## config.mk

```make
export PLATFORM = sky130hd
export DESIGN_NAME = hazard_stall_controller
export DESIGN_NICKNAME = d
export VERILOG_FILES = /design/src/rtl/hazard_pkg.sv /design/src/rtl/sat_counter.sv /design/src/rtl/hazard_stall_controller.sv
export SDC_FILE = /design/constraint.sdc
export NUM_CORES = 1
export LEC_CHECK = 0
export CAP_MARGIN = 20
export CORE_AREA = 2 2 69 71
export DETAILED_ROUTE_END_ITERATION = 10
export DIE_AREA = 0 0 71 73
export GPL_ROUTABILITY_DRIVEN = 1
export GPL_TIMING_DRIVEN = 1
export PLACE_DENSITY = 0.87
export SETUP_SLACK_MARGIN = 0.02
export SLEW_MARGIN = 0
export SYNTH_ARGS = -nofsm -noshare
export SYNTH_HDL_FRONTEND = slang
export SYNTH_HIERARCHICAL = 1
export SYNTH_SLANG_ARGS = --single-unit
```

## constraint.sdc

```tcl
create_clock -name clk -period 6.3 [get_ports clk]
set_input_delay 0.63 -clock clk [delete_from_list [all_inputs] [get_ports clk]]
set_output_delay 0.63 -clock clk [all_outputs]
set_load 0.03 [all_outputs]
```

## src/rtl/hazard_pkg.sv

```systemverilog
// Shared types and defaults for the pipeline hazard/stall controller.
//   state_e  : sequencer states (RUN, MEM_WAIT, FAULT)
//   REG_ZERO : hard-wired zero register specifier (never a real dependency)
//   *_DEF    : default parameter values for the top level
package hazard_pkg;

  typedef enum logic [1:0] {
    RUN      = 2'd0,
    MEM_WAIT = 2'd1,
    FAULT    = 2'd2
  } state_e;

  localparam logic [4:0] REG_ZERO = 5'd0;

  localparam int REG_ADDR_W_DEF = 5;
  localparam int CNT_W_DEF      = 16;
  localparam int MAX_WAIT_DEF   = 8;

endpackage

```

## src/rtl/sat_counter.sv

```systemverilog
// Saturating up-counter: increments on inc, sticks at all-ones.
//   clk, reset : clock, synchronous active-high clear
//   inc        : count-enable for this cycle
//   count      : current value (W bits)
module sat_counter #(
  parameter int W = 16
) (
  input  logic         clk,
  input  logic         reset,
  input  logic         inc,
  output logic [W-1:0] count
);

  logic [W-1:0] count_q, count_d;

  always_comb begin
    count_d = count_q;
    if (inc && (count_q != '1)) count_d = count_q + 1'b1;
  end

  always_ff @(posedge clk) begin
    if (reset) count_q <= '0;
    else       count_q <= count_d;
  end

  assign count = count_q;

endmodule

```

## src/rtl/hazard_stall_controller.sv

```systemverilog
// Central sequencer for a five-stage MIPS pipeline. Each cycle it decides
// whether the PC and the IF/ID, ID/EX, EX/MEM, MEM/WB registers load, hold
// or take a bubble, and whether the PC is redirected to the branch target.
//   Inputs : id_rs/id_rt (ID sources), idex_rt/idex_memread (load in EX),
//            exmem_branch/exmem_zero (branch in MEM), exmem_memread/
//            exmem_memwrite (MEM access), mem_ready (access completes)
//   Outputs: *_write load enables, ifid_flush/idex_bubble/exmem_bubble,
//            pc_src, sticky mem_timeout, stall_cycles/flush_events counters
// Control outputs are combinational (state + inputs); state, counters and
// mem_timeout update on the rising edge.
module hazard_stall_controller
  import hazard_pkg::*;
#(
  parameter int REG_ADDR_W = REG_ADDR_W_DEF,
  parameter int CNT_W      = CNT_W_DEF,
  parameter int MAX_WAIT   = MAX_WAIT_DEF
) (
  input  logic                  clk,
  input  logic                  reset,
  input  logic [REG_ADDR_W-1:0] id_rs,
  input  logic [REG_ADDR_W-1:0] id_rt,
  input  logic [REG_ADDR_W-1:0] idex_rt,
  input  logic                  idex_memread,
  input  logic                  exmem_branch,
  input  logic                  exmem_zero,
  input  logic                  exmem_memread,
  input  logic                  exmem_memwrite,
  input  logic                  mem_ready,
  output logic                  pc_write,
  output logic                  ifid_write,
  output logic                  idex_write,
  output logic                  exmem_write,
  output logic                  memwb_write,
  output logic                  ifid_flush,
  output logic                  idex_bubble,
  output logic                  exmem_bubble,
  output logic                  pc_src,
  output logic                  mem_timeout,
  output logic [CNT_W-1:0]      stall_cycles,
  output logic [CNT_W-1:0]      flush_events
);

  localparam int WC_W = $clog2(MAX_WAIT + 1);

  state_e          state_q, state_d;
  logic [WC_W-1:0] wait_cnt_q, wait_cnt_d;
  logic            mem_timeout_q, mem_timeout_d;
  logic            mem_req, taken, load_use, freeze, last_wait;
  logic            stall_inc, flush_inc;

  assign mem_req  = exmem_memread | exmem_memwrite;
  assign taken    = exmem_branch & exmem_zero;
  assign load_use = idex_memread && (idex_rt != REG_ADDR_W'(REG_ZERO)) &&
                    ((idex_rt == id_rs) || (idex_rt == id_rt));
  // Current freeze cycle is number wait_cnt_q+1; the MAX_WAIT-th one without
  // mem_ready is the last one allowed before faulting.
  assign last_wait = (wait_cnt_q == WC_W'(MAX_WAIT - 1));

  always_comb begin
    pc_write      = 1'b0;
    ifid_write    = 1'b0;
    idex_write    = 1'b0;
    exmem_write   = 1'b0;
    memwb_write   = 1'b0;
    ifid_flush    = 1'b0;
    idex_bubble   = 1'b0;
    exmem_bubble  = 1'b0;
    pc_src        = 1'b0;
    state_d       = state_q;
    wait_cnt_d    = '0;
    mem_timeout_d = mem_timeout_q;
    stall_inc     = 1'b0;
    flush_inc     = 1'b0;

    // In MEM_WAIT the access is still outstanding, so mem_ready alone decides.
    case (state_q)
      RUN:      freeze = mem_req & ~mem_ready;
      MEM_WAIT: freeze = ~mem_ready;
      default:  freeze = 1'b0;
    endcase

    if (reset || (state_q == FAULT)) begin
      // everything held low; FAULT is only left through reset
    end else if (freeze) begin
      stall_inc  = 1'b1;
      wait_cnt_d = wait_cnt_q + 1'b1;
      if (last_wait) begin
        state_d       = FAULT;
        mem_timeout_d = 1'b1;
      end else begin
        state_d = MEM_WAIT;
      end
    end else begin
      state_d     = RUN;
      pc_write    = 1'b1;
      ifid_write  = 1'b1;
      idex_write  = 1'b1;
      exmem_write = 1'b1;
      memwb_write = 1'b1;
      if (taken) begin
        // Branch wins over load-use: the flush discards the dependent instr.
        pc_src       = 1'b1;
        ifid_flush   = 1'b1;
        idex_bubble  = 1'b1;
        exmem_bubble = 1'b1;
        flush_inc    = 1'b1;
      end else if (load_use) begin
        pc_write    = 1'b0;
        ifid_write  = 1'b0;
        idex_bubble = 1'b1;
        stall_inc   = 1'b1;
      end
    end
  end

  always_ff @(posedge clk) begin
    if (reset) begin
      state_q       <= RUN;
      wait_cnt_q    <= '0;
      mem_timeout_q <= 1'b0;
    end else begin
      state_q       <= state_d;
      wait_cnt_q    <= wait_cnt_d;
      mem_timeout_q <= mem_timeout_d;
    end
  end

  assign mem_timeout = mem_timeout_q;

  sat_counter #(.W(CNT_W)) u_stall_cnt (
    .clk   (clk),
    .reset (reset),
    .inc   (stall_inc),
    .count (stall_cycles)
  );

  sat_counter #(.W(CNT_W)) u_flush_cnt (
    .clk   (clk),
    .reset (reset),
    .inc   (flush_inc),
    .count (flush_events)
  );

endmodule

```

==> flow_metrics.env <==
export IMPL_cts_repair_resized=0
export IMPL_final_cell_count_no_fill=372
export IMPL_first_global_vias=1961
export IMPL_hold_buffers=0
export IMPL_core_area_mm2=0.00454
export IMPL_routed_wl_mm=5.05
export IMPL_max_freq_ghz=0.274
export IMPL_comb_power_share_pct=11.8
export IMPL_cts_buffers=5
export IMPL_path_clk_slew_ps=70
export IMPL_relSlewSlack_pct=47.8
export IMPL_drv_cap=0
export IMPL_whs_ps=452
export IMPL_firstDrtPassIters=4
export IMPL_area_growth_synth_to_final_pct=33.3
export IMPL_initial_core_util_pct=48.1
export IMPL_grtUsageTotal_pct=20.3
export IMPL_switching_power_mw=0.115
export IMPL_end_kind="primary output"
export IMPL_synth_fp_nets=284
export IMPL_hold_viol_final=0
export IMPL_ir_drop_mv=0.115
export IMPL_mostFrequentLayoutCells="64 x clkdlybuf4s50_1, 39 x dfxtp_1, 24 x nor2_1"
export IMPL_ctsRootBufferMaster="clkbuf_8"
export IMPL_hpwl_mm=3.63
export IMPL_clkPwrFrac_pct=34.8
export IMPL_yosys_register_bits=39
export IMPL_grt_ovfl_total=0
export IMPL_vias_per_cell=5.72
export IMPL_dp_cells=364
export IMPL_worst_ep_arrival_time_ps=3020
export IMPL_maxSlewViolCount=0
export IMPL_cts_tree="built"
export IMPL_die_area_mm2=0.00518
export IMPL_vias=2129
export IMPL_critPathMaxFanout=37
export IMPL_fin_area_mm2=0.00291
export IMPL_fin_nets=343
export IMPL_critPathLaunchType="input pin"
export IMPL_setup_tns_ps=0
export IMPL_post_route_drc_count=0
export IMPL_grt_setup_unrepaired="false"
export IMPL_clock_sink_count=39
export IMPL_final_layout_size_suffix_gt1_share_pct=5.97
export IMPL_drtIter0Drc=152
export IMPL_syn_instance_count=258
export IMPL_die_h_um=73
export IMPL_cts_max_level=2
export IMPL_worstSetupPathType="input pin to primary output"
export IMPL_min_delay_start="wait_cnt_q[0]$_SDFF_PP0_"
export IMPL_setup_viol_count_final=0
export IMPL_min_period_ps=3650
export IMPL_port_buffers=64
export IMPL_place_area_mm2=0.00283
export IMPL_ys_warn_count=6
export IMPL_antenna_found_initial=0
export IMPL_skew_ps=2.30
export IMPL_grt_max_degree=38
export IMPL_power_internal_mw=0.353
export IMPL_critPathLaunch="reset"
export IMPL_seq_area_frac_synth_pct=35.8
export IMPL_hold_path_class="register to register"
export IMPL_power_leakage_nw=0.972
export IMPL_timing_rr_start="state_q[1]$_SDFFE_PP0P_"
export IMPL_final_common_cell="clkdlybuf4s50_1"
export IMPL_sequentialPowerShare_pct=53.4
export IMPL_ios=65
export IMPL_synthesis_area_mm2=0.00218
export IMPL_ys_types=42
export IMPL_grt_pass1_wl_mm=8.57
export IMPL_clock_path_buffers=2
export IMPL_wl_per_cell_um=13.6
export IMPL_cts_setup_buffers=0
export IMPL_gp_congestion=0.767
export IMPL_fin_crit_sh_pct=57.9
export IMPL_syn_area_per_cell_um2=8.46
export IMPL_pwr_density_cell_mw_per_mm2=161
export IMPL_postRouteAntennaNets=0
export IMPL_cp_required_ps=5670
export IMPL_sw_frac_of_total_pct=24.5
export IMPL_clkLatencyLatePin_ps=290
export IMPL_outcome="finished, final reports clean"
export IMPL_tightest_slew_ps=777
export IMPL_die_w_um=71
export IMPL_final_fill_count=386
export IMPL_fp_row_count=25
export IMPL_diodes=0
==> final cells by class <==
| type | count | area (µm²) | area share, % |
|---|---|---|---|
| Multi-Input combinational cell | 199 | 1310 | 44.8 |
| Tap cell | 54 | 67.6 | 2.32 |
| Clock inverter | 1 | 5.00 | 0.172 |
| Inverter | 7 | 27.5 | 0.946 |
| Sequential cell | 39 | 781 | 26.8 |
| Timing Repair Buffer | 65 | 648 | 22.3 |
| Clock buffer | 7 | 76.3 | 2.62 |
==> final timing paths <==
kind,to,slack [ps],cells past startpoint
hold / removal,wait_cnt_q[0]$_SDFF_PP0_,450,1
hold reg to reg,wait_cnt_q[0]$_SDFF_PP0_,450,1
setup reg to reg,u_stall_cnt/count[11]$_SDFFE_PP0P_,3580,7
setup / recovery,exmem_bubble,2650,6
==> cells in the mapped netlist, drive strengths merged <==
cell | instances | area, µm²
buf | 9 | 55.1
nor3 | 10 | 50.1
or2b | 1 | 7.51
nor4 | 6 | 67.6
ha | 3 | 37.5
a22oi | 1 | 7.51
nand2b | 2 | 20.0
nor2b | 5 | 31.3
nand3 | 13 | 65.1
a21oi | 21 | 105
xor2 | 11 | 96.3
o22ai | 1 | 6.26
nand2 | 18 | 72.6
o31ai | 13 | 97.6
dfxtp | 39 | 781
or3 | 7 | 43.8
o311ai | 2 | 17.5
o21a | 3 | 22.5
nand4 | 8 | 80.1
and2 | 1 | 8.76
mux2i | 2 | 20.0
or4 | 15 | 113
o21ai | 9 | 48.8
xnor2 | 5 | 43.8
nor4bb | 2 | 20.0
and4 | 6 | 52.6
clkbuf | 4 | 15.0
inv | 6 | 22.5
o41ai | 2 | 17.5
a31oi | 1 | 6.26
and3 | 3 | 18.8
nor2 | 24 | 90.1
clkinv | 1 | 5.00
nand3b | 2 | 15.0
mux2 | 2 | 22.5
==> power groups by stage <==
stage	combinational [mW]	clock, mW	sequential, mW
2_1_floorplan	0.0276	0	0.257
6_report	0.0552	0.163	0.250
5_1_grt	0.0595	0.174	0.251
3_3_place_gp	0.0537	0	0.256
3_5_place_dp	0.0551	0	0.256
4_1_cts	0.0553	0.167	0.250
==> critical path, stage by stage <==
cell and delay (ps):
clkdlybuf4s50_1 400, buf_4 250, nor2_1 380, nand2b_4 100, nor2_1 470, clkdlybuf4s50_1 780
==> registers in the layout, summed over array words and instances, names as in the netlist <==
| signal | cells |
|---|---|
| u_flush_cnt/count | 16 |
| state_q | 2 |
| mem_timeout | 1 |
| u_stall_cnt/count | 16 |
| wait_cnt_q | 4 |
==> kinds of logic (layout without fill, tap and decap cells) <==
family / count (synthesis) / after routing / synth area share (%)
XOR/XNOR: 16 / 16 / 6.42
AND/OR/NAND/NOR: 123 / 123 / 34.6
AO/OA/AOI/OAI: 53 / 53 / 15.1
flip-flops: 39 / 39 / 35.8
multiplexers: 4 / 4 / 1.95
buffers and inverters: 20 / 80 / 4.47
adder cells (fa/ha/maj): 3 / 3 / 1.72
==> stage by stage <==
step	util, %	setup WS (ps)	power, mW
finish	64.2	2650	0.468
floorplan	-	3360	0.285
global route	64.2	2500	0.484
detailed placement	62.4	2670	0.311
CTS	64.2	2680	0.472
global placement	62.4	2760	0.310
==> routing by layer <==
metal,routed length [µm],vias up,GRT usage [%]
met5,0,-,0
met4,54,0,7.13
met3,238,7,4.01
met2,2510,50,37.1
met1,2250,991,23.8
li1,-,1081,-
Note: power is estimated with default switching activity, not from simulation.
